$ cat src/rtl/alu_req_sched_pkg.sv
// rtl/alu_req_sched_pkg.sv - ALU op codes, scheduler states and EXEC hold-count helper
package alu_req_sched_pkg;

  typedef enum logic [3:0] {
    OP_ADD = 4'b0000,
    OP_SUB = 4'b0001,
    OP_MUL = 4'b0010,
    OP_DIV = 4'b0011,
    OP_AND = 4'b0100,
    OP_OR  = 4'b0101,
    OP_XOR = 4'b0110,
    OP_NOT = 4'b0111,
    OP_SHL = 4'b1000,
    OP_SHR = 4'b1001,
    OP_ROL = 4'b1010,
    OP_ROR = 4'b1011,
    OP_MIN = 4'b1100,
    OP_MAX = 4'b1101,
    OP_LT  = 4'b1110,
    OP_EQ  = 4'b1111
  } alu_op_e;

  typedef enum logic [1:0] {
    ST_IDLE = 2'd0,
    ST_EXEC = 2'd1,
    ST_RESP = 2'd2
  } sched_state_e;

  // Extra EXEC cycles the ALU inputs must be held before the result is sampled.
  function automatic logic [3:0] op_lat(input logic [3:0] op, input logic [3:0] mul_lat,
                                        input logic [3:0] div_lat);
    case (op)
      OP_MUL:  return mul_lat;
      OP_DIV:  return div_lat;
      default: return 4'd0;
    endcase
  endfunction

endpackage

$ cat src/rtl/alu_req_sched_rr_arb.sv
// rtl/alu_req_sched_rr_arb.sv - combinational round-robin grant starting at rr_ptr
module alu_req_sched_rr_arb #(
  parameter int N_REQ = 2,
  parameter int ID_W  = 1
) (
  input  logic [N_REQ-1:0] req_valid,
  input  logic [ID_W-1:0]  rr_ptr,
  output logic [N_REQ-1:0] grant,
  output logic [ID_W-1:0]  grant_id,
  output logic             grant_any
);

  int              idx;
  logic [ID_W-1:0] idx_w;

  always_comb begin
    grant     = '0;
    grant_id  = '0;
    grant_any = 1'b0;
    idx       = 0;
    idx_w     = '0;
    for (int k = 0; k < N_REQ; k++) begin
      idx   = (int'(rr_ptr) + k) % N_REQ;
      idx_w = ID_W'(idx);
      if (!grant_any && req_valid[idx_w]) begin
        grant[idx_w] = 1'b1;
        grant_id     = idx_w;
        grant_any    = 1'b1;
      end
    end
  end

endmodule

$ cat src/rtl/alu_req_scheduler.sv
// rtl/alu_req_scheduler.sv - round-robin scheduler sharing one ALU among N_REQ requesters
// ALU_REQ_SCHED_DIVZERO_EN: divide by zero skips EXEC and answers 8'hFF with rsp_err set.
module alu_req_scheduler
  import alu_req_sched_pkg::*;
#(
  parameter int N_REQ   = 2,
  parameter int MUL_LAT = 1,
  parameter int DIV_LAT = 3,
  localparam int ID_W   = (N_REQ > 1) ? $clog2(N_REQ) : 1
) (
  input  logic               clk,
  input  logic               rst_n,
  input  logic [N_REQ-1:0]   req_valid,
  output logic [N_REQ-1:0]   req_ready,
  input  logic [N_REQ*4-1:0] req_op,
  input  logic [N_REQ*8-1:0] req_a,
  input  logic [N_REQ*8-1:0] req_b,
  output logic [7:0]         alu_a,
  output logic [7:0]         alu_b,
  output logic [3:0]         alu_sel,
  input  logic [7:0]         alu_out,
  input  logic               alu_carry,
  output logic               rsp_valid,
  input  logic               rsp_ready,
  output logic [ID_W-1:0]    rsp_id,
  output logic [7:0]         rsp_data,
  output logic               rsp_carry,
  output logic               rsp_err
);

  sched_state_e    state, state_nxt;
  logic [ID_W-1:0] rr_ptr, id_q, grant_id;
  logic [N_REQ-1:0] grant;
  logic            grant_any, accept, skip_exec;
  logic [3:0]      op_q, cnt_q, sel_op;
  logic [7:0]      a_q, b_q, sel_a, sel_b, rsp_data_q;
  logic            rsp_carry_q;
  logic [3:0]      op_arr [N_REQ];
  logic [7:0]      a_arr  [N_REQ];
  logic [7:0]      b_arr  [N_REQ];

  alu_req_sched_rr_arb #(.N_REQ(N_REQ), .ID_W(ID_W)) u_arb (
    .req_valid (req_valid),
    .rr_ptr    (rr_ptr),
    .grant     (grant),
    .grant_id  (grant_id),
    .grant_any (grant_any)
  );

  always_comb begin
    for (int i = 0; i < N_REQ; i++) begin
      op_arr[i] = req_op[i*4 +: 4];
      a_arr[i]  = req_a[i*8 +: 8];
      b_arr[i]  = req_b[i*8 +: 8];
    end
  end

  assign sel_op = op_arr[grant_id];
  assign sel_a  = a_arr[grant_id];
  assign sel_b  = b_arr[grant_id];
  assign accept = (state == ST_IDLE) && grant_any;

`ifdef ALU_REQ_SCHED_DIVZERO_EN
  assign skip_exec = (sel_op == OP_DIV) && (sel_b == 8'd0);
`else
  assign skip_exec = 1'b0;
`endif

  always_ff @(posedge clk) begin
    if (!rst_n) state <= ST_IDLE;
    else        state <= state_nxt;
  end

  always_comb begin
    state_nxt = state;
    case (state)
      ST_IDLE: if (accept) state_nxt = skip_exec ? ST_RESP : ST_EXEC;
      ST_EXEC: if (cnt_q == 4'd0) state_nxt = ST_RESP;
      ST_RESP: if (rsp_ready) state_nxt = ST_IDLE;
      default: state_nxt = ST_IDLE;
    endcase
  end

  always_comb begin
    req_ready = '0;
    rsp_valid = 1'b0;
    case (state)
      ST_IDLE: req_ready = grant;
      ST_RESP: rsp_valid = 1'b1;
      default: ;
    endcase
  end

  always_ff @(posedge clk) begin
    if (!rst_n) begin
      rr_ptr      <= '0;
      id_q        <= '0;
      op_q        <= '0;
      a_q         <= '0;
      b_q         <= '0;
      cnt_q       <= '0;
      rsp_data_q  <= '0;
      rsp_carry_q <= 1'b0;
    end else begin
      if (accept) begin
        op_q  <= sel_op;
        a_q   <= sel_a;
        b_q   <= sel_b;
        id_q  <= grant_id;
        cnt_q <= op_lat(sel_op, 4'(MUL_LAT), 4'(DIV_LAT));
        if (skip_exec) begin
          rsp_data_q  <= 8'hFF;
          rsp_carry_q <= 1'b0;
        end
      end
      // ALU inputs come straight from the latched operands, so they stay put while counting.
      if (state == ST_EXEC) begin
        if (cnt_q != 4'd0) begin
          cnt_q <= cnt_q - 4'd1;
        end else begin
          rsp_data_q  <= alu_out;
          rsp_carry_q <= (op_q == OP_ADD) && alu_carry;
        end
      end
      if (state == ST_RESP && rsp_ready)
        rr_ptr <= (id_q == ID_W'(N_REQ - 1)) ? '0 : id_q + 1'b1;
    end
  end

`ifdef ALU_REQ_SCHED_DIVZERO_EN
  logic rsp_err_q;
  always_ff @(posedge clk) begin
    if (!rst_n)      rsp_err_q <= 1'b0;
    else if (accept) rsp_err_q <= skip_exec;
  end
  assign rsp_err = rsp_err_q;
`else
  assign rsp_err = 1'b0;
`endif

  assign alu_a     = a_q;
  assign alu_b     = b_q;
  assign alu_sel   = op_q;
  assign rsp_id    = id_q;
  assign rsp_data  = rsp_data_q;
  assign rsp_carry = rsp_carry_q;

endmodule

$ cat config.mk
export PLATFORM = sky130hd
export DESIGN_NAME = alu_req_scheduler
export DESIGN_NICKNAME = d
export VERILOG_FILES = /design/src/rtl/alu_req_sched_pkg.sv /design/src/rtl/alu_req_sched_rr_arb.sv /design/src/rtl/alu_req_scheduler.sv
export SDC_FILE = /design/constraint.sdc
export NUM_CORES = 1
export LEC_CHECK = 0
export BUFFER_PORTS_ARGS = -buffer_cell sky130_fd_sc_hd__buf_2
export CORE_ASPECT_RATIO = 1.1
export CORE_UTILIZATION = 47
export DETAILED_ROUTE_END_ITERATION = 6
export PLACE_DENSITY = 0.83
export SETUP_SLACK_MARGIN = 0.15
export SLEW_MARGIN = 10
export SYNTH_ARGS = -nofsm -noshare
export SYNTH_HDL_FRONTEND = slang
export SYNTH_SLANG_ARGS = --single-unit
$ cat constraint.sdc
create_clock -name clk -period 4.1 [get_ports clk]
set_clock_uncertainty 0.15 [all_clocks]
set_input_delay 0.82 -clock clk [delete_from_list [all_inputs] [get_ports clk]]
set_output_delay 0.82 -clock clk [all_outputs]
set_load 0.1 [all_outputs]
==> metrics <==
Critical Path Fanout Max=23; Core ar.=0.00333 mm²; Setup Crit Path Kind=in -> out; htree depth=2; syn_area_per_cell=8.96 µm²; fillcell total=311; Least-Margin Pin Slew=0.662 ns; die height=64.0 µm; Synth top area share=45.2%; initial antenna violation count=0; share of cells above drive strength 1=38.3%; first-pass GRT wire length=6350 µm; Iter 0 DRT Violations=45; Detailed Route WL=3730 µm; Final Core Density=65.6%; Worst Path Required=3.13 ns; Area growth, synth to finish=33.1%; final period utilization=70.8%; Syn Inst Count=183; Max-Cap Viols=0; Num CTS Buffers=5; CP Capture Type=output pin; Power Dens Cells=533 mW/mm²; CP arrival=1.93 ns; vias post-DR=1588; Synth async-reset ratio=0%; vias in the first global route=1537; multi-input logic area=845 µm²; Clock Path Buffers=2; die area=0.00373 mm²; DRT Pass-1 Iters=4; Die Wd=58.3 µm; Yosys reg bits=37; # port buffers=86; Leak=1.08 nW; Post-Syn Area=0.00164 mm²; status=finished, final reports clean; Clk Latency, worst-skew pair=0.34 ns; FMAX=0.344 GHz; antenna cells=0; Antenna Nets Post-Route=0; prevailing post-synth register cell=dfxtp_1; Post-route DRC=0; syn_nets=238; relative slew slack=55.9%; # nets final=320; post_cts resized=0; area leader, netlist=dfxtp_1; endpoints failing setup=0; synth warn=0; Initial Util=49.2%; EDFF count, synth=0; via/cell ratio=5.06; Seq. cell area=741 µm²; Clk pin slew, worst setup/hold paths=0.11 ns; Final TNS setup=0 ns; CTS tree=built; Placer Congestion=0.813; Clock Tree Root=clkbuf_4; worst min path class=reg -> reg; GRT Util Overall=21.9%; Worst VDD drop=400 µV; Max Slew Vio Count=0; Avg WL per Cell=11.9 µm; final hold violation count=0; fin crit period=2.90 ns; post-detail-place hpwl=2650 µm; RSZ-0062 raised after global routing=false; pin count of the biggest net entering global routing=44; hold buffers post-CTS=0; Yosys cell types=33; I/O pins=88; num rows=22; critical path launch point type=input pin; CTS Sinks=37; Setup Buffers After CTS=0; synth top area cells=dfxtp_1 (45%), mux2i_1 (13%), o21ai_0 (6.7%); sequential area share after synthesis=45.2%; gr ovfl total=0
per-layer routing:
| metal | GRT usage, % | wire length, µm |
|---|---|---|
| met3 | 5.26 | 181 |
| met4 | 10.1 | 42 |
| met1 | 23.4 | 1600 |
| met5 | 0 | 0 |
| met2 | 39.7 | 1910 |
final cells by class:
class / count / share of cell area [%]
clock buffers: 6 / 2.35
clock inverters: 2 / 1.72
inverters: 3 / 0.516
multi-input cells: 131 / 38.7
flip-flops and latches: 37 / 33.9
well taps: 48 / 2.75
repair buffers: 87 / 20.1
placed cells by master (no fill, tap or decap), drive strengths merged:
master and instances:
or4 1, nand2 20, bufinv 1, a2111oi 1, a21oi 21, nor3b 3
nand4b 1, nand3b 2, dfxtp 37, o221ai 1, nand3 4, and2b 1
nor3 2, nor4 1, inv 3, nor2 3, or3 1, o21ai 23
ha 1, a21boi 12, o2111a 1, or2 1, o21a 2, conb 1
mux2i 21, nor2b 1, nand2b 3, clkbuf 6, buf 87, clkinvlp 1
a31oi 2, o211ai 1
synthesized netlist by cell type, drive strengths merged (2+ instances only):
| library cell | number |
|---|---|
| nand2b | 3 |
| nor3b | 3 |
| a21oi | 21 |
| mux2i | 21 |
| nand3 | 4 |
| nor2 | 3 |
| a31oi | 2 |
| o21ai | 23 |
| clkbuf | 9 |
| o21a | 2 |
| a21boi | 12 |
| nand2 | 20 |
| nand3b | 2 |
| dfxtp | 37 |
| buf | 3 |
| inv | 3 |
| nor3 | 2 |
power breakdown:
group / internal, mW / switching [mW] / total (mW)
clock: 0.145 / 0.120 / 0.265
combinational: 0.0879 / 0.386 / 0.474
sequential: 0.401 / 0.0245 / 0.425
total: 0.633 / 0.530 / 1.16
cells by family after synthesis:
kind of cell / after synthesis / synth area share, %
muxes: 21 / 12.8
and+or+nand+nor: 44 / 13.9
DFF: 37 / 45.2
other: 1 / 0.229
AOI/OAI and AO/OA: 64 / 23.0
adders and majority gates: 1 / 0.763
buffers and inverters: 15 / 4.12
path summary, 6_finish.rpt:
kind                            slack [ns]            to    startpoint  depth (start not counted)
worst max-delay path                  1.20  req_ready[1]  req_valid[0]                          6
worst min-delay path                  0.32   rsp_data[1]   rsp_data[1]                          2
worst max register to register        2.40      cnt_q[1]      state[1]                          4
worst min register to register        0.32   rsp_data[1]   rsp_data[1]                          2
critical path, cell delays in order:
cell and delay (ns):
buf_2 0.11, inv_1 0.12, o21ai_2 0.06, buf_4 0.25, nor3_2 0.13, buf_2 0.44
state kept, by name, summed over array words and instances, names as in the netlist:
| signal | flops |
|---|---|
| alu_a | 8 |
| rsp_carry | 1 |
| rr_ptr | 1 |
| alu_sel | 4 |
| alu_b | 8 |
| cnt_q | 4 |
| state | 2 |
| rsp_id | 1 |
| rsp_data | 8 |
metrics by stage:
step / worst slack, ns / total power [mW] / hold WS (ns) / cell area [µm²] / std cells
CTS: 1.19 / 1.17 / 0.325 / 2180 / 314
detailed placement: 1.19 / 0.908 / 0.308 / 2090 / 306
finish: 1.20 / 1.16 / 0.319 / 2180 / 314
global route: 1.12 / 1.22 / 0.349 / 2180 / 314
floorplan: 0.249 / 0.824 / 0.336 / 1650 / 183
global placement: 1.23 / 0.901 / 0.300 / 2090 / 306
Note: power is estimated with default switching activity, not from simulation.
